### src/rtl/uart_tx_press_if.sv
// Button-press UART transmitter bus: debounced switch level and data in, serial line and status out.
interface uart_tx_press_if;
   logic       i_Stable;
   logic [7:0] i_Data;
   logic       o_Tx_Serial;
   logic       o_Tx_Active;
   logic       o_Tx_Done;
   logic       o_Overrun;

   modport master (
      output i_Stable, i_Data,
      input  o_Tx_Serial, o_Tx_Active, o_Tx_Done, o_Overrun
   );

   modport slave (
      input  i_Stable, i_Data,
      output o_Tx_Serial, o_Tx_Active, o_Tx_Done, o_Overrun
   );
endinterface

### src/rtl/uart_tx_press.sv
// Sends one UART 8N1 frame per debounced rising edge of i_Stable, with a one-deep
// pending buffer for presses arriving mid-frame and a sticky overrun flag.
module uart_tx_press #(
   parameter int CLKS_PER_BIT = 868
) (
   input  logic            i_Clk,
   input  logic            i_Rst_n,
   uart_tx_press_if.slave  bus
);
   localparam int CNT_W = (CLKS_PER_BIT > 1) ? $clog2(CLKS_PER_BIT) : 1;
   localparam logic [CNT_W-1:0] CNT_MAX = CNT_W'(CLKS_PER_BIT - 1);

   typedef enum logic [1:0] {IDLE, START, DATA, STOP} state_t;

   state_t           state_q, state_d;
   logic [CNT_W-1:0] clk_cnt_q, clk_cnt_d;
   logic [2:0]       bit_idx_q, bit_idx_d;
   logic [7:0]       tx_byte_q, tx_byte_d;
   logic [7:0]       pend_byte_q, pend_byte_d;
   logic             pend_q, pend_d;
   logic             overrun_q, overrun_d;
   logic             done_q, done_d;
   logic             prev_stable_q, prev_stable_d;
   logic             press;
   logic             bit_end;
   logic             frame_end;
   logic             tx_serial;

   always_ff @(posedge i_Clk) begin
      if (!i_Rst_n) begin
         state_q       <= IDLE;
         clk_cnt_q     <= '0;
         bit_idx_q     <= '0;
         tx_byte_q     <= '0;
         pend_byte_q   <= '0;
         pend_q        <= 1'b0;
         overrun_q     <= 1'b0;
         done_q        <= 1'b0;
         // Starting high means a switch held through reset release never fires.
         prev_stable_q <= 1'b1;
      end else begin
         state_q       <= state_d;
         clk_cnt_q     <= clk_cnt_d;
         bit_idx_q     <= bit_idx_d;
         tx_byte_q     <= tx_byte_d;
         pend_byte_q   <= pend_byte_d;
         pend_q        <= pend_d;
         overrun_q     <= overrun_d;
         done_q        <= done_d;
         prev_stable_q <= prev_stable_d;
      end
   end

   always_comb begin
      state_d       = state_q;
      clk_cnt_d     = clk_cnt_q;
      bit_idx_d     = bit_idx_q;
      tx_byte_d     = tx_byte_q;
      pend_byte_d   = pend_byte_q;
      pend_d        = pend_q;
      overrun_d     = overrun_q;
      done_d        = 1'b0;
      prev_stable_d = bus.i_Stable;

      press     = bus.i_Stable & ~prev_stable_q;
      bit_end   = (clk_cnt_q == CNT_MAX);
      frame_end = (state_q == STOP) && bit_end;

      if (state_q == IDLE) begin
         clk_cnt_d = '0;
      end else begin
         clk_cnt_d = bit_end ? '0 : clk_cnt_q + CNT_W'(1);
      end

      case (state_q)
         IDLE: begin
            bit_idx_d = '0;
            if (press) begin
               tx_byte_d = bus.i_Data;
               state_d   = START;
            end
         end
         START: begin
            if (bit_end) begin
               bit_idx_d = '0;
               state_d   = DATA;
            end
         end
         DATA: begin
            if (bit_end) begin
               if (bit_idx_q == 3'd7) begin
                  state_d = STOP;
               end else begin
                  bit_idx_d = bit_idx_q + 3'd1;
               end
            end
         end
         STOP: begin
            if (bit_end) begin
               done_d = 1'b1;
               // A buffered press has priority over one arriving on this very edge.
               if (pend_q) begin
                  tx_byte_d = pend_byte_q;
                  pend_d    = 1'b0;
                  state_d   = START;
                  if (press) begin
                     overrun_d = 1'b1;
                  end
               end else if (press) begin
                  tx_byte_d = bus.i_Data;
                  state_d   = START;
               end else begin
                  state_d = IDLE;
               end
            end
         end
         default: state_d = IDLE;
      endcase

      if (press && (state_q != IDLE) && !frame_end) begin
         if (pend_q) begin
            overrun_d = 1'b1;
         end else begin
            pend_d      = 1'b1;
            pend_byte_d = bus.i_Data;
         end
      end
   end

   always_comb begin
      case (state_q)
         START:   tx_serial = 1'b0;
         DATA:    tx_serial = tx_byte_q[bit_idx_q];
         default: tx_serial = 1'b1;
      endcase
   end

   assign bus.o_Tx_Serial = tx_serial;
   assign bus.o_Tx_Active = (state_q != IDLE);
   assign bus.o_Tx_Done   = done_q;
   assign bus.o_Overrun   = overrun_q;
endmodule

### src/flat_wrapper.sv
// flat-port wrapper written by rule: the top's interface ports become plain ports
module uart_tx_press_flat 
#(
   parameter int CLKS_PER_BIT = 868
)
  (i_Clk, i_Rst_n, bus_i_Stable, bus_i_Data, bus_o_Tx_Serial, bus_o_Tx_Active, bus_o_Tx_Done, bus_o_Overrun);
  uart_tx_press_if bus_i ();
  input  logic i_Clk;
  input  logic i_Rst_n;
  input wire logic [$bits(bus_i.i_Stable)-1:0] bus_i_Stable;
  input wire logic [$bits(bus_i.i_Data)-1:0] bus_i_Data;
  output wire logic [$bits(bus_i.o_Tx_Serial)-1:0] bus_o_Tx_Serial;
  output wire logic [$bits(bus_i.o_Tx_Active)-1:0] bus_o_Tx_Active;
  output wire logic [$bits(bus_i.o_Tx_Done)-1:0] bus_o_Tx_Done;
  output wire logic [$bits(bus_i.o_Overrun)-1:0] bus_o_Overrun;
  assign bus_i.i_Stable = bus_i_Stable;
  assign bus_i.i_Data = bus_i_Data;
  assign bus_o_Tx_Serial = bus_i.o_Tx_Serial;
  assign bus_o_Tx_Active = bus_i.o_Tx_Active;
  assign bus_o_Tx_Done = bus_i.o_Tx_Done;
  assign bus_o_Overrun = bus_i.o_Overrun;
  uart_tx_press #(.CLKS_PER_BIT(CLKS_PER_BIT)) u_core (.i_Clk(i_Clk), .i_Rst_n(i_Rst_n), .bus(bus_i));
endmodule
### config.mk
export PLATFORM = sky130hd
export DESIGN_NAME = uart_tx_press_flat
export DESIGN_NICKNAME = d
export VERILOG_FILES = /design/src/rtl/uart_tx_press_if.sv /design/src/rtl/uart_tx_press.sv /design/src/flat_wrapper.sv
export SDC_FILE = /design/constraint.sdc
export NUM_CORES = 1
export LEC_CHECK = 0
export CAP_MARGIN = 20
export CORE_UTILIZATION = 40
export DETAILED_ROUTE_END_ITERATION = 6
export PLACE_DENSITY = 0.62
export SYNTH_ARGS = -nofsm -noshare
export SYNTH_HDL_FRONTEND = slang
export SYNTH_SLANG_ARGS = --single-unit
export TNS_END_PERCENT = 10
### constraint.sdc
create_clock -name i_Clk -period 2.2 [get_ports i_Clk]
set_clock_uncertainty 0.1 [all_clocks]
set_input_delay 0.22 -clock i_Clk [delete_from_list [all_inputs] [get_ports i_Clk]]
set_output_delay 0.22 -clock i_Clk [all_outputs]
set_load 0.05 [all_outputs]
== After elaboration in Yosys (flattened, before gate mapping) ==
Cells that the tools add are included.

* Add/sub/neg operators: 2
* Magnitude comparators: 1
* Equal/unequal tests: 11
* Multiplexer cells: 30
* Bitwise logic cells: 4
* Reductions and logical operators: 14

{| class="wikitable"
|+ Operator list
! operator !! count
|-
| $mux 8 || 3
|-
| $pmux 8 s2 || 1
|-
| $mux 1 || 13
|-
| $mux 2 || 6
|-
| $add 10x1->10 const B || 1
|-
| $eq 10x10->1 const B || 1
|-
| $ne 2x1->1 const B || 5
|-
| $mux 3 || 3
|-
| $pmux 3 s3 || 1
|-
| $pmux 2 s4 || 1
|-
| $reduce_and 2->1 || 3
|-
| $reduce_and 5->1 || 1
|-
| $eq 2x2->1 const B || 2
|-
| $lt 3x4->1 const B || 1
|-
| $reduce_and 4->1 || 1
|-
| $reduce_bool 2->1 || 2
|-
| $add 3x1->3 const B || 1
|-
| $bmux 1 s3 || 1
|-
| $eq 3x3->1 const B || 1
|-
| $logic_and 1x1->1 || 3
|-
| $not 1->1 || 3
|-
| $reduce_bool 3->1 || 1
|-
| $reduce_or 3->1 || 1
|-
| $eq 2x1->1 const B || 1
|-
| other kinds (5) || 5
|}

* Register bits after elaboration: 35
* Output and inout bits: 4
* Logic and storage cells: 71

== Depth between registers and ports, before layout ==
Gate-level depths: netlist of the first run.

* Depth after elaboration: 8
* Depth in mapped cells: 7
* Gate-level depth less buffers: 6

== Worst setup path before layout of the first run ==
OpenSTA, ideal clock, no wires.

* Path type: register to register
* Start: register u_core.state_q[0]
* End: register u_core.pend_byte_q[5]
* Library setup time: 74 ps
* Data arrival time: 1775 ps
* Data required time: 2026 ps
* Setup slack: 251 ps
* Cell stages (with the launch flop): 8
* Period minus slack after synthesis: 1949 ps
* Path through: dfxtp_1 -> inv_1 -> ha_1 -> or4b_1 -> a41oi_2 -> buf_6 -> nand3_1 -> o21ai_0

* Cells in the longest elaborated chain, start to end: 5
* Elaborated cells on any way between the ends: 7
* Classes of those cells: eq/ne (1); reduce/logical (6)

{| class="wikitable"
|+ RTL lines
! what !! line !! source
|-
| start: declaration || uart_tx_press.sv:15 || <nowiki>state_t state_q, state_d;</nowiki>
|-
| start signal: assignment || uart_tx_press.sv:42 || <nowiki>state_q <= state_d;</nowiki>
|-
| $eq 2x2->1 || uart_tx_press.sv:67 || <nowiki>frame_end = (state_q == STOP) && bit_end;</nowiki>
|-
| $logic_and 1x1->1 || uart_tx_press.sv:67 ||
|-
| $logic_not 1->1 || uart_tx_press.sv:120 || <nowiki>if (press && (state_q != IDLE) && !frame_end) begin</nowiki>
|-
| $logic_and 1x1->1 (*) || uart_tx_press.sv:120 ||
|-
| $reduce_and 2->1 (no line) (*) || -- ||
|-
| end signal: assignment || uart_tx_press.sv:46 || <nowiki>pend_byte_q <= pend_byte_d;</nowiki>
|-
| end: declaration || uart_tx_press.sv:19 || <nowiki>logic [7:0] pend_byte_q, pend_byte_d;</nowiki>
|}

Mark *: on every way between the ends. The rest lies on a longest branch, timed or not.
A chain may end at the register's enable or synchronous reset.

== Worst setup path after layout of the first run ==
* Start: register u_core.bit_idx_q[0]
* End: output bus_o_Tx_Serial

* Cells in the longest elaborated chain, start to end: 3

{| class="wikitable"
|+ RTL lines
! what !! line !! source
|-
| start: declaration || uart_tx_press.sv:17 || <nowiki>logic [2:0] bit_idx_q, bit_idx_d;</nowiki>
|-
| start signal: assignment || uart_tx_press.sv:44 || <nowiki>bit_idx_q <= bit_idx_d;</nowiki>
|-
| $bmux 1 s3 || uart_tx_press.sv:133 || <nowiki>DATA: tx_serial = tx_byte_q[bit_idx_q];</nowiki>
|-
| $mux 1 (not written as such) || uart_tx_press.sv:133 ||
|-
| $pmux 1 s2 || uart_tx_press.sv:131 || <nowiki>case (state_q)</nowiki>
|-
| end: declaration || flat_wrapper.sv:12 || <nowiki>output wire logic [$bits(bus_i.o_Tx_Serial)-1:0] bus_o_Tx_Serial;</nowiki>
|}

No other way between the ends. The select of a mux whose other input is x is not followed.

==> metrics.yaml, run 1 <==
timing:
  max_freq_mhz: 479
  finalCritPeriodShare_pct: 94.9
  worst_slew_pin_slew_ns: 0.675
  setup_viol: 0
  slew_violations: 0
  tns_ns: 0
  hold_viol: 0
  finalCriticalPeriod_ns: 2.09
  relSlewSlack_pct: 54.8
  rsz0062_at_grt: "false"
drt:
  vias_per_cell: 5.46
  num_vias: 1342
  drtIter0Drc: 134
  routed_wl_um: 3440
  antenna_left: 0
  drt_first_pass_iters: 4
  drc_errors: 0
  routedWlPerCell_um: 14.0
synthesis:
  dominantRegCellSynth: "dfxtp_1"
  yosysSeqAreaShare_pct: 42.2
  ys_types: 39
  synth_nets: 196
  yosys.area.top_type_share_pct: 42.2
  syn_inst: 178
  syn_area_per_cell_um2: 9.33
  netlist_top_cells_area: "dfxtp_1 (42%), ha_1 (5.3%), a2bb2oi_1 (4.7%)"
  ys_ff_latch: 35
  yosysMostFrequentCell: "dfxtp_1"
  yosys-top-cells-count: "dfxtp_1 (35), nand2_1 (20), nor2_1 (16)"
  async_flop_share_pct: 0
  ys.warnings.count: 0
  synth_edf_count: 0
  syn_area_um2: 1660
  yosysTopAreaCell: "dfxtp_1"
finish:
  drive_above_1_share_pct: 11.2
  layout.cells.non_filler: 246
  postLayoutCellArea_um2: 1990
  final_nets: 213
  multi_input_area_um2: 901
  num-fill-cells: 381
  syn2layout_area_growth_pct: 19.5
  antenna_cells: 0
  seq_area_um2: 701
critical_path:
  end_kind: "primary output"
  crit_required_ns: 1.88
  crit_chain: "mux4_2 -> mux2i_1 -> mux2i_1 -> buf_4"
  worstPathArrival_ns: 1.77
  worstPathMaxFanout: 4
  crit_type: "flip-flop to primary output"
  slowest_delay_ns: 0.52
  startpoint_type: "flip-flop"
  slowest_stage: "mux4_2"
  cpMostUsedCell: "mux2i_1"
  reg2reg_depth: 5
hold_path:
  holdPathStages: 1
  hold_class: "flip-flop to flip-flop"
clock_tree:
  clk-insertion-delay-late_ns: 0.28
  post_cts_resized: 0
  numCtsBuffers: 5
  cts_root_buf: "clkbuf_8"
  hold_buffers: 0
  path_clk_slew_ns: 0.07
  cts_setup_buffers: 0
  ctsLongestPathBuffers: 2
  cts_tree: "yes"
  htreeDepth: 2
  clock-sinks: 35
power:
  p_per_area_nw_per_um2: 726
  p_total_mw: 1.44
  cellLeakagePower_nw: 0.686
  ir_drop_mv: 0.361
floorplanning:
  coreArea_um2: 4000
  dieArea_um2: 4420
  start_util_pct: 41.5
  dieHeight_um: 66.5
  num_io_pins: 15
  die_x_um: 66.5
  rows: 23
job:
  cap_violations: 0
grt:
  antenna_found_initial: 0
  grt_max_degree: 29
  grt-ovfl-total: 0
  grt_pass1_vias: 1254
  grt_usage_pct: 16.5
  grt_pass1_wl_um: 5560
placed_design:
  gp_congestion: 0.809
  port_buffers: 14
  dpl_cell_area_um2: 1860
  hpwl_um: 2550
  dp.cells: 238
outcome:
  status: "finished, final reports clean"
[placed cells by master, fill, tap and decap left out, types with 2 or more instances in the layout]
master and n:
nor3_1 3, nor2_1 16, a32o_1 2, nand2_1 20, xor2_1 2, o21ai_0 9, clkdlybuf4s50_1 12, a21oi_1 3
nand2b_1 2, clkbuf_8 6, mux2i_1 3, nand4_1 3, ha_1 7, a41oi_2 2, buf_4 5, a2bb2oi_1 9
inv_1 7, xnor2_1 6, dfxtp_1 35, o221ai_1 8, nand3_1 13, mux4_2 2
[layout make-up]
class / count / area share, %
inverters: 7 / 1.32
clock inverters: 2 / 1.76
multi-input cells: 128 / 45.4
flip-flops and latches: 35 / 35.3
clock buffers: 6 / 4.16
repair buffers: 18 / 8.95
well taps: 50 / 3.15
[sequential cells by signal (all words and copies together) (netlist names), named ones only]
name / cells
u_core.clk_cnt_q: 10
u_core.pend_byte_q: 8
u_core.tx_byte_q: 8
u_core.bit_idx_q: 3
u_core.state_q: 2
u_core.bus.o_Tx_Done: 1
u_core.pend_q: 1
u_core.prev_stable_q: 1
[power by group]
part / internal [mW] / leakage, nW / total [mW] / switching [mW]
combinational: 0.0769 / 0.341 / 0.174 / 0.0967
sequential: 0.655 / 0.283 / 0.671 / 0.0157
clock: 0.367 / 0.0612 / 0.597 / 0.230
[cells by family after synthesis]
kind of cell	Yosys count	share of synthesized area [%]
and+or+nand+nor	69	20.8
DFF	35	42.2
buffers and inverters	15	3.99
xor gates and xnor gates	8	4.22
adders and majority gates	7	5.27
muxes	5	4.52
AOI/OAI and AO/OA	39	19.1
[path summary, 6_finish.rpt]
check	startpoint	to	slack [ns]
max reg2reg	u_core.clk_cnt_q[0]	u_core.bit_idx_q[1]	0.12
min	u_core.clk_cnt_q[0]	u_core.clk_cnt_q[0]	0.36
max	u_core.bit_idx_q[0]	bus_o_Tx_Serial	0.11
min reg2reg	u_core.clk_cnt_q[0]	u_core.clk_cnt_q[0]	0.36
[through the flow]
stage | hold slack, ns | setup WS [ns] | utilization (%)
final | 0.361 | 0.112 | 49.6
after detailed placement | 0.349 | 0.167 | 46.5
after global routing | 0.384 | 0.0218 | 49.6
after floorplan | 0.221 | 0.251 | -
after global placement | 0.344 | 0.186 | 46.5
after CTS | 0.365 | 0.133 | 49.5
[layer usage]
layer  wire length (um)  part of all wire (%)  GRT usage (%)
met3                119                   3.5           3.77
met5                  0                     0              0
met2               1630                    47           26.7
met4                 23                  0.67           6.12
met1               1670                    49           21.4
[worst max-delay path, delay by kind of cell (launching register included)]
family | cells | cell delay [ns]
flops | 1 | 0.43
buf+inv | 1 | 0.20
mux | 3 | 0.86
(Power assumes the default switching activity.)
==> run 2: changes to the inputs <==
--- a/config.mk
+++ b/config.mk
@@ -8,6 +8,7 @@
 export CAP_MARGIN = 20
 export CORE_UTILIZATION = 40
 export DETAILED_ROUTE_END_ITERATION = 6
+export HOLD_SLACK_MARGIN = 0.02
 export PLACE_DENSITY = 0.62
 export SYNTH_ARGS = -nofsm -noshare
 export SYNTH_HDL_FRONTEND = slang
==> constraint.sdc (replaced) <==
create_clock -name i_Clk -period 2.2 [get_ports i_Clk]
set_clock_uncertainty 0.1 [all_clocks]
set_input_delay 0.44 -clock i_Clk [delete_from_list [all_inputs] [get_ports i_Clk]]
set_output_delay 0.44 -clock i_Clk [all_outputs]
set_load 0.05 [all_outputs]
==> run 2 against run 1 <==
Net effect:
- critical path depth is the same
- via count is 3.1% higher
- sequential share of layout area shrank 0.50 points
- worst setup slack got worse by 0.11 ns
- maximum frequency down 5.1%
- combinational power grew 8%
- clock-buffer cell count unchanged
- hold slack better by 0.0024 ns
==> metrics.yaml, run 2 (synthesis gave the netlist of run 1 again) <==
power:
  p_per_area_nw_per_um2: 714  # -1.7%
  p_total_mw: 1.45  # +0.60%
  ir_drop_mv: 0.446  # +23%
  cellLeakagePower_nw: 0.706  # +3.0%
finish:
  largestRegisters: "u_core.clk_cnt_q: 10 flops, u_core.pend_byte_q: 8 flops, u_core.tx_byte_q: 8 flops"
  final_nets: 216  # +1.4%
  num-fill-cells: 368  # -3.4%
  postLayoutCellArea_um2: 2030  # +2.3%
  syn2layout_area_growth_pct: 22.3
  drive_above_1_share_pct: 15.1  # +3.9 points
  final_cell_mix: "dfxtp_1 (32), nand2_1 (20), nor2_1 (16)"
  largest_register_ffs: 10  # unchanged
  regMostFlops: "u_core.clk_cnt_q"
  mostFrequentLayoutCell: "dfxtp_1"
  utilization_pct: 50.8  # +1.2 points
  antenna_cells: 0  # unchanged
  layout.cells.non_filler: 249  # +1.2%
placed_design:
  port_buffers: 14  # unchanged
  gp_congestion: 0.772  # -4.6%
  hpwl_um: 2580  # +1.5%
  dp.cells: 240  # +0.84%
  place_ws_ns: 0.00976  # -0.157 ns
  dpl_cell_area_um2: 1890  # +1.5%
critical_path:
  worstPathArrival_ns: 1.66  # -0.11 ns
  worstPathMaxFanout: 3  # -1
  crit_required_ns: 1.66  # -0.22 ns
  crit_chain: "mux4_2 -> mux2i_2 -> mux2i_1 -> buf_4"
  crit_buf_inv: 1  # unchanged
  rrSetupSlack_ns: 0.15  # +0.03 ns
  slowest_delay_ns: 0.50  # -0.02 ns
  startpoint_type: "flip-flop"
  crit_type: "flip-flop to primary output"
  end_kind: "primary output"
  crit_family: "multiplexers"
  slowest_stage: "mux4_2"
drt:
  num_vias: 1384  # +3.1%
  drt_first_pass_iters: 4  # unchanged
  antenna_left: 0  # unchanged
  drtIter0Drc: 80  # -40%
  drt-met1-wl_um: 1690  # +0.90%
  met2_length_um: 1680  # +3.4%
  vias_per_cell: 5.56  # +1.9%
  met3_length_um: 111  # -6.7%
  drc_errors: 0  # unchanged
  routed_wl_um: 3510  # +2.1%
  routedWlPerCell_um: 14.1  # +0.86%
  route.top_layer_used: "met4"
timing:
  setup_viol: 0  # unchanged
  hold_viol: 0  # unchanged
  tns_ns: 0  # unchanged
  rsz0062_at_grt: "true"
  worst_slew_pin_slew_ns: 0.675  # +0.000302 ns
  slew_violations: 0  # unchanged
  relSlewSlack_pct: 54.8  # about the same
  fin_ws_ns: 0.000124  # -0.112 ns
  finalCriticalPeriod_ns: 2.20  # +0.112 ns
  finalCritPeriodShare_pct: 100  # +5.1 points
  max_freq_mhz: 455  # -5.1%
  timing.hold.ws_ns: 0.364  # +0.00236 ns
floorplanning:
  start_util_pct: 41.5  # unchanged
  die_x_um: 66.5  # unchanged
  dieHeight_um: 66.5  # unchanged
  num_io_pins: 15  # unchanged
  coreArea_um2: 4000  # unchanged
  dieArea_um2: 4420  # unchanged
  rows: 23  # unchanged
clock_tree:
  path_clk_slew_ns: 0.07  # about the same
  clock-sinks: 35  # unchanged
  numCtsBuffers: 5  # unchanged
  htreeDepth: 2  # unchanged
  cts_root_buf: "clkbuf_8"
  clk-insertion-delay-late_ns: 0.28  # about the same
  cts_tree: "yes"
  hold_buffers: 0  # unchanged
  ctsLongestPathBuffers: 2  # unchanged
grt:
  grt_pass1_wl_um: 5960  # +7.2%
  grt_pass1_vias: 1355  # +8.1%
  grt_max_degree: 29  # unchanged
  antenna_found_initial: 0  # unchanged
  grt-ovfl-total: 0  # unchanged
  grt_usage_pct: 17.7  # +1.2 points
hold_path:
  hold_class: "flip-flop to flip-flop"
outcome:
  status: "finished, final reports clean"
job:
  cap_violations: 0  # unchanged
[run 2: cell count changes in the layout (fill, tap and decap cells not counted)]
cell	before	now
and4b_1	1	0
dfxtp_4	0	1
dfxtp_2	0	2
and4b_2	0	1
buf_12	1	2
dfxtp_1	35	32
mux2i_1	3	2
mux2i_2	0	1
buf_4	5	7
[run 2: final timing paths]
kind,startpoint,end,cells after the start
setup / recovery,u_core.bit_idx_q[0],bus_o_Tx_Serial,4
hold / removal,u_core.pend_byte_q[7],u_core.pend_byte_q[7],2
setup reg to reg,u_core.clk_cnt_q[0],u_core.bit_idx_q[1],5
hold reg to reg,u_core.pend_byte_q[7],u_core.pend_byte_q[7],2
[run 2: repair_timing]
item | 4_1_cts | 5_1_grt
buffers inserted | 1 | 0
endpoints found under the setup margin | 1 | 5
resized for setup | 3 | 4
[run 2: per-layer routing]
layer / global-route usage, % / vias to the layer above
li1: - / 691
met4: 7.71 / 0
met3: 3.94 / 6
met2: 28.6 / 23
met5: 0 / -
met1: 22.6 / 664
[run 2: area by class of cell]
| type | count | area [um2] | share of cell area (%) |
|---|---|---|---|
| Multi-Input combinational cell | 128 | 906 | 44.6 |
| Tap cell | 50 | 62.6 | 3.08 |
| Timing Repair Buffer | 21 | 213 | 10.5 |
| Inverter | 7 | 26.3 | 1.29 |
| Sequential cell | 35 | 707 | 34.8 |
| Clock buffer | 6 | 82.6 | 4.06 |
| Clock inverter | 2 | 35.0 | 1.72 |
[run 2: worst register-to-register path: cells and delay by family, from the launching register on]
| kind | cells | cell delay (ns) |
|---|---|---|
| compound gates | 2 | 0.67 |
| simple gates | 2 | 0.56 |
| fa+ha+maj | 1 | 0.23 |
| flops | 1 | 0.38 |
[run 2: report_power, final]
group / leakage (nW) / switching, mW / internal, mW / total, mW
Sequential: 0.285 / 0.0154 / 0.655 / 0.670
Clock: 0.0612 / 0.225 / 0.366 / 0.592
Combinational: 0.360 / 0.101 / 0.0876 / 0.188
==> run 3: changes to the inputs <==
--- a/config.mk
+++ b/config.mk
@@ -10,6 +10,7 @@
 export DETAILED_ROUTE_END_ITERATION = 6
 export HOLD_SLACK_MARGIN = 0.02
 export PLACE_DENSITY = 0.62
+export SKIP_CTS_REPAIR_TIMING = 1
 export SYNTH_ARGS = -nofsm -noshare
 export SYNTH_HDL_FRONTEND = slang
 export SYNTH_SLANG_ARGS = --single-unit
==> run 3 against run 2 <==
Net effect:
- the run now ends with negative setup slack left
- maximum frequency fell by 0.20%
- final cell count fell by 0.40%
- via count rose by 0.65%
- critical path depth did not move
- wire length fell by 0.68%
- sequential share of layout area rose by 0.13 points
- global-route usage fell by 0.19 points
- clock-buffer cell count did not move
- die area did not move
- first-iteration DRC count rose by 5.0%
- total power barely moved
- worst setup slack got worse by 0.0044 ns
- critical path type unchanged
- largest power group unchanged
==> metrics.yaml, run 3 (synthesis gave the netlist of run 1 again) <==
finish:
  largestRegisters: "u_core.clk_cnt_q: 10 flops, u_core.pend_byte_q: 8 flops, u_core.tx_byte_q: 8 flops"
  postLayoutCellArea_um2: 2020  # -0.37%
  antenna_cells: 0  # unchanged
  largest_register_ffs: 10  # unchanged
  mostFrequentLayoutCell: "dfxtp_1"
  final_nets: 215  # -0.46%
  final_cell_mix: "dfxtp_1 (32), nand2_1 (20), nor2_1 (16)"
  regMostFlops: "u_core.clk_cnt_q"
  num-fill-cells: 367  # -0.27%
  syn2layout_area_growth_pct: 21.8
  drive_above_1_share_pct: 14.6  # -0.43 points
timing:
  hold_viol: 0  # unchanged
  worst_slew_pin_slew_ns: 0.668  # -0.00713 ns
  fin_ws_ns: -0.00431  # -0.00443 ns
  timing.hold.ws_ns: 0.365  # +0.00124 ns
  finalCritPeriodShare_pct: 100  # +0.20 points
  max_freq_mhz: 454  # -0.20%
  tns_ns: -0.00431  # -0.00431 ns
  slew_violations: 0  # unchanged
  relSlewSlack_pct: 55.3  # +0.48 points
  finalCriticalPeriod_ns: 2.20  # +0.00443 ns
  rsz0062_at_grt: "true"
  setup_viol: 1  # +1
drt:
  antenna_left: 0  # unchanged
  routed_wl_um: 3490  # -0.68%
  drtIter0Drc: 84  # +5.0%
  drc_errors: 0  # unchanged
  drt_first_pass_iters: 5  # +1
  routedWlPerCell_um: 14.1  # -0.28%
  num_vias: 1393  # +0.65%
  vias_per_cell: 5.62  # +1.1%
hold_path:
  hold_class: "flip-flop to flip-flop"
placed_design:
  hpwl_um: 2580  # unchanged
  dpl_cell_area_um2: 1890  # unchanged
  gp_congestion: 0.772  # unchanged
  port_buffers: 14  # unchanged
power:
  ir_drop_mv: 0.436  # -2.1%
  cellLeakagePower_nw: 0.701  # -0.77%
  p_per_area_nw_per_um2: 717  # +0.46%
critical_path:
  worstPathMaxFanout: 4  # +1
  worstPathArrival_ns: 1.66  # about the same
  crit_type: "flip-flop to primary output"
  end_kind: "primary output"
  slowest_delay_ns: 0.50  # about the same
  crit_required_ns: 1.66  # about the same
  slowest_stage: "mux4_2"
  startpoint_type: "flip-flop"
  crit_chain: "mux4_2 -> mux2i_2 -> mux2i_1 -> buf_4"
grt:
  grt_usage_pct: 17.5  # -0.19 points
  grt_max_degree: 29  # unchanged
  grt-ovfl-total: 0  # unchanged
  antenna_found_initial: 0  # unchanged
  grt_pass1_wl_um: 5910  # -0.92%
  grt_pass1_vias: 1341  # -1.0%
clock_tree:
  ctsLongestPathBuffers: 2  # unchanged
  cts_root_buf: "clkbuf_8"
  clk-insertion-delay-late_ns: 0.29  # about the same
  cts_tree: "yes"
  htreeDepth: 2  # unchanged
  path_clk_slew_ns: 0.08  # about the same
  numCtsBuffers: 5  # unchanged
  clock-sinks: 35  # unchanged
floorplanning:
  dieHeight_um: 66.5  # unchanged
  coreArea_um2: 4000  # unchanged
  start_util_pct: 41.5  # unchanged
  num_io_pins: 15  # unchanged
  die_x_um: 66.5  # unchanged
  dieArea_um2: 4420  # unchanged
  rows: 23  # unchanged
outcome:
  violations: "negative setup slack"
  status: "finished, violations left"
job:
  cap_violations: 0  # unchanged
## run 3: cell count changes in the layout (fill, tap and decap cells not counted)
cell   change
buf_4      -1
## run 3: worst paths after layout
path,endpoint,startpoint,cells after the start,slack (ns)
min reg2reg,u_core.pend_byte_q[0],u_core.pend_byte_q[0],2,0.36
max reg2reg,u_core.bit_idx_q[1],u_core.clk_cnt_q[0],5,0.17
max,bus_o_Tx_Serial,u_core.bit_idx_q[0],4,-0.004
min,u_core.pend_byte_q[0],u_core.pend_byte_q[0],2,0.36
## run 3: metal layers
layer,GRT usage (%),up-vias,routed length [um]
li1,-,693,-
met1,22.2,663,1650
met2,28.3,29,1670
met3,3.94,8,134
met4,7.71,0,38
met5,0,-,0
## run 3: through the flow
step                      setup WS [ns]  power (mW)  instances  util (%)
final                          -0.00431        1.45        248      50.6
after CTS                        -0.114        1.46        248      50.2
after global placement           0.0100       0.865        240      47.2
after detailed placement        0.00976       0.870        240      47.2
after global routing            -0.0745        1.51        248      50.6
after floorplan                   0.124       0.800        178         -
## run 3: power breakdown
part / leakage [nW] / total (mW) / internal, mW / switching, mW
clock network: 0.0612 / 0.594 / 0.367 / 0.227
logic: 0.354 / 0.188 / 0.0876 / 0.0999
registers: 0.285 / 0.670 / 0.655 / 0.0155
total: 0.701 / 1.45 / 1.11 / 0.342
## run 3: critical path, delay by kind of cell (launching register included)
kind     cells  cell delay [ns]
buf+inv      1             0.20
mux          3             0.79
flops        1             0.38
## run 3: area by class of cell
cell class / count / area [um2] / share of cell area (%)
Clock inverter: 2 / 35.0 / 1.73
Sequential cell: 35 / 707 / 34.9
Tap cell: 50 / 62.6 / 3.09
Timing Repair Buffer: 20 / 205 / 10.1
Multi-Input combinational cell: 128 / 906 / 44.7
Inverter: 7 / 26.3 / 1.30
Clock buffer: 6 / 82.6 / 4.08
==> RTL edit 1: new RTL, settings of run 2 <==
`CLKS_PER_BIT` is set to 868 in 2 places; all go to 1736.
--- a/src/rtl/uart_tx_press.sv
+++ b/src/rtl/uart_tx_press.sv
@@ -2,5 +2,5 @@
 // pending buffer for presses arriving mid-frame and a sticky overrun flag.
 module uart_tx_press #(
-   parameter int CLKS_PER_BIT = 868
+   parameter int CLKS_PER_BIT = 1736
 ) (
    input  logic            i_Clk,
--- a/src/flat_wrapper.sv
+++ b/src/flat_wrapper.sv
@@ -2,5 +2,5 @@
 module uart_tx_press_flat 
 #(
-   parameter int CLKS_PER_BIT = 868
+   parameter int CLKS_PER_BIT = 1736
 )
   (i_Clk, i_Rst_n, bus_i_Stable, bus_i_Data, bus_o_Tx_Serial, bus_o_Tx_Active, bus_o_Tx_Done, bus_o_Overrun);
Function: no difference found for any inputs over 10 cycles, from zero or initial values and one cycle with i_Rst_n low; that may be too few to reach the edited logic, so the function may still have changed.
==> RTL edit 1 against run 2 <==
- wire length decreased by 12%
- setup slack better by 58 ps
- sequential cell count is 1 higher
- synthesized cell count decreased by 0.56%
- largest power group unchanged
- total power rose by 8.8%
- via count is 4.3% lower
- design area down 2.5%
- critical path type unchanged
- synthesized area grew 1.7%
==> RTL edit 1: results (changes against run 2) <==
DP Area - 1880 sq um (-0.26%)
H-tree depth - 2 (unchanged)
DP Wirelength - 2370 um (-8.4%)
Synth Area in Adders - 5.19% (-0.086 points)
Total GRT Usage - 15.1% (-2.7 points)
Status - complete, no violations
First-pass GRT wire length - 4950 um (-17%)
Fillers - 403 (+9.5%)
# resized after CTS - 1 (-2)
Cts bufs inserted - 5 (unchanged)
Least-Margin Pin Slew - 652 ps (-23.7 ps)
Routing usage on met3 - 5.14% (+1.2 points)
Worst VDD drop - 381 uV (-15%)
Met1 GRT Util - 19.6% (-2.9 points)
Post-CTS Setup Bufs - 0 (-1)
Layout area overhead - 17.3%
Vias in the first global route - 1105 (-18%)
Share of the yosys chip area belonging to registers - 42.7% (+0.50 points)
Place WS - 231 ps (+221 ps)
Max FO, Critical Path - 4 (+1)
Post-Synthesis Cells - 177 (-0.56%)
Layout Nets - 211 (-2.3%)
Largest net degree at the start of global routing - 30 (+3.4%)
Inst Count DP - 236 (-1.7%)
WP data arrival - 1600 ps (-60 ps)
Diode count - 0 (unchanged)
M2 GR Usage - 22.0% (-6.6 points)
Yosys cell types - 36 (-7.7%)
Top cells by area, synth - dfxtp_1 (43%), mux2i_1 (6.5%), nand2_1 (5.8%)
Compound-Gate Fraction of Synth Area - 14.9% (-4.2 points)
CP max stage delay - 480 ps (-20 ps)
DR vias - 1324 (-4.3%)
Synth cell count leaders - dfxtp_1 (36), nand2_1 (26), nor2_1 (15), mux2i_1 (11)
Initial DRC Count - 87 (+8.8%)
Pleak - 0.713 nW (+1.0%)
Xor/xnor share of the synthesized area - 4.67% (+0.45 points)
Deepest clock path buffer count - 2 (unchanged)
Asr flop ratio synth - 0% (unchanged)
CP top delay family - multiplexers
Synthesized net count - 195 (-0.51%)
Share of cells above drive strength 1 - 10.3% (-4.8 points)
Routed WL - 3100 um (-12%)
Initial antenna violation count - 0 (unchanged)
Via-per-instance ratio - 5.43 (-2.4%)
Largest registers - u_core.clk_cnt_q: 11 flops, u_core.pend_byte_q: 8 flops, u_core.tx_byte_q: 8 flops
Area share of the largest cell type after synthesis - 42.7% (+0.50 points)
Fraction of synthesized area in multiplexers - 9.85% (+5.3 points)
Gpl congestion - 0.822 (+6.5%)
-- RTL edit 1: worst paths after layout --
| kind | start | end | slack (ps) | cells after the start |
|---|---|---|---|---|
| max | u_core.bit_idx_q[0] | bus_o_Tx_Serial | 60 | 4 |
| min | u_core.pend_byte_q[7] | u_core.pend_byte_q[7] | 360 | 2 |
| max reg2reg | u_core.state_q[0] | u_core.tx_byte_q[6] | 340 | 5 |
| min reg2reg | u_core.pend_byte_q[7] | u_core.pend_byte_q[7] | 360 | 2 |
-- RTL edit 1: area by class of cell --
cell class	instances	share of cell area [%]
Clock inverter	2	0.505
Tap cell	50	3.16
Inverter	5	0.948
Multi-Input combinational cell	128	45.4
Clock buffer	6	4.17
Timing Repair Buffer	17	9.22
Sequential cell	36	36.6
-- RTL edit 1: metal layers --
metal,vias up,routed length (um)
li1,675,-
met1,621,1520
met2,22,1400
met3,6,124
met4,0,55
met5,-,0
-- RTL edit 1: power by group --
group	internal [mW]	switching, mW
logic	0.161	0.203
clock network	0.250	0.230
registers	0.700	0.0354
==> RTL edit 2: new RTL, settings of run 2 <==
Without the edit above. Re-encode `state_t` (4 states) as one-hot, 4 bits wide.
--- a/src/rtl/uart_tx_press.sv
+++ b/src/rtl/uart_tx_press.sv
@@ -11,5 +11,5 @@
    localparam logic [CNT_W-1:0] CNT_MAX = CNT_W'(CLKS_PER_BIT - 1);
 
-   typedef enum logic [1:0] {IDLE, START, DATA, STOP} state_t;
+   typedef enum logic [3:0] {IDLE = 4'b0001, START = 4'b0010, DATA = 4'b0100, STOP = 4'b1000} state_t;
 
    state_t           state_q, state_d;
Formal check against the unedited RTL: same outputs for any inputs over 10 cycles, from zero or initial values and one cycle with i_Rst_n low; not proved beyond that.
==> RTL edit 2 against run 2 <==
- cell count up 4.8%
- synthesized area up 8.0%
- non-clock buffer count up 5
- highest routed layer unchanged
- wire length about the same
- design area up 6.8%
- die area up 7.7%
- global-route usage up 0.33 points
- setup slack better by 69 ps
- hold slack better by 19 ps
- sequential cell count up 2
Power is not compared: it rests on default switching activity, and its combinational part moved more than twofold at a synthesized area within 25%.
==> RTL edit 2: results (changes against run 2) <==
Status - complete, no violations
Clk Tree Root Cell - clkbuf_8
Fillers - 387 (+5.2%)
Post-route ant nets - 0 (unchanged)
DP Wirelength - 2670 um (+3.4%)
Reg clk slew, reported paths - 70 ps (about the same)
Layout Nets - 224 (+3.7%)
Least-Margin Pin Slew - 517 ps (-158 ps)
Top cells by area, synth - dfxtp_1 (41%), nor2_1 (8.2%), mux2i_1 (5.6%)
Asr flop ratio synth - 0% (unchanged)
R2R depth - 5 (unchanged)
Synthesis Warnings - 0 (unchanged)
Hold WC Path Type - register to register
WP data arrival - 1590 ps (-70 ps)
First-pass GRT wire length - 6130 um (+2.8%)
IO Port Bufs - 14 (unchanged)
Initial antenna violation count - 0 (unchanged)
Share of cells above drive strength 1 - 20.4% (+5.3 points)
Reg area - 747 sq um (+5.7%)
Synthesized net count - 202 (+3.1%)
Clock latency on the worst-skew pair - 280 ps (about the same)
Pleak - 0.913 nW
Largest registers - u_core.clk_cnt_q: 10 flops, u_core.pend_byte_q: 8 flops, u_core.tx_byte_q: 8 flops
Share of the yosys chip area belonging to registers - 41.3% (-0.89 points)
Hold path depth - 2 (unchanged)
Predominant post-synthesis flop cell - dfxtp_1
Deepest clock path buffer count - 2 (unchanged)
Vias in the first global route - 1359 (+0.30%)
Cts bufs inserted - 5 (unchanged)
Routed WL - 3520 um (about the same)
Largest net degree at the start of global routing - 17 (-41%)
Hold Vio Cnt, Final - 0 (unchanged)
Yosys cell types - 41 (+5.1%)
Synth cell count leaders - nor2_1 (39), dfxtp_1 (37), a21oi_1 (13), mux2i_1 (10), o221a_1 (8)
Pre-antenna DRT Iters - 4 (unchanged)
Via-per-instance ratio - 5.32 (-4.3%)
Total GRT Usage - 18.0% (+0.33 points)
Max FO, Critical Path - 6 (+3)
Worst VDD drop - 435 uV
Diode count - 0 (unchanged)
Gpl congestion - 0.762 (-1.3%)
H-tree depth - 2 (unchanged)
DP Area - 2030 sq um (+7.4%)
Initial DRC Count - 104 (+30%)
RTL edit 2: cell families after synthesis:
family,after synthesis,share of synthesized area [%]
XOR/XNOR,11,5.37
flip-flops,37,41.3
adder cells (fa/ha/maj),3,2.09
multiplexers,13,8.72
AO/OA/AOI/OAI,33,15.0
AND/OR/NAND/NOR,75,21.9
buffers and inverters,16,5.65
RTL edit 2: path summary, 6_finish.rpt:
check / start / slack (ps) / endpoint
worst max-delay path: u_core.state_q[3] / 70 / bus_o_Tx_Serial
worst max register to register: u_core.state_q[3] / 130 / u_core.tx_byte_q[7]
worst min register to register: register / 380 / register
worst min-delay path: register / 380 / register
RTL edit 2: layout make-up:
class                      instances  area share, %
inverter                           5          0.865
clock buffer                       7           4.44
clock inverter                     1          0.231
timing repair buffer              26           11.5
multi-input combinational        135           45.6
tap                               50           2.88
sequential                        37           34.4
RTL edit 2: worst max-delay path: stages, from the launching register on:
cell and delay (ps):
dfxtp_1 370, or4b_4 580, o21ai_2 200, buf_12 150
RTL edit 2: metal layers:
metal / part of all wire (%) / wire length, um / vias to the layer above / global-route usage [%]
li1: - / - / 712 / -
met1: 49 / 1710 / 653 / 22.4
met2: 47 / 1640 / 19 / 29.0
met3: 2.9 / 101 / 5 / 4.11
met4: 1.8 / 64 / 0 / 9.18
met5: 0 / 0 / - / 0
RTL edit 2: timing repair:
| item | in CTS | in global routing |
|---|---|---|
| endpoints found under the hold margin | 0 | 0 |
| resized for setup | 1 | 9 |
| endpoints found under the setup margin | 1 | 16 |
| buffers inserted | 0 | 0 |
| pin swaps | 0 | 1 |
RTL edit 2: metrics by stage:
stage          setup WS (ps)  total power, mW  cells  hold WS (ps)
4_1_cts                 23.7             2.21    261           401
6_report                69.0             2.22    261           382
2_1_floorplan            199             1.50    188           326
5_1_grt                 5.62             2.38    261           426
3_3_place_gp             128             1.66    253           365
3_5_place_dp             103             1.69    253           366
RTL edit 2: where the power goes:
part	total (mW)	internal, mW	switching, mW
combinational	0.816	0.378	0.438
clock	0.517	0.283	0.234
sequential	0.892	0.794	0.0983
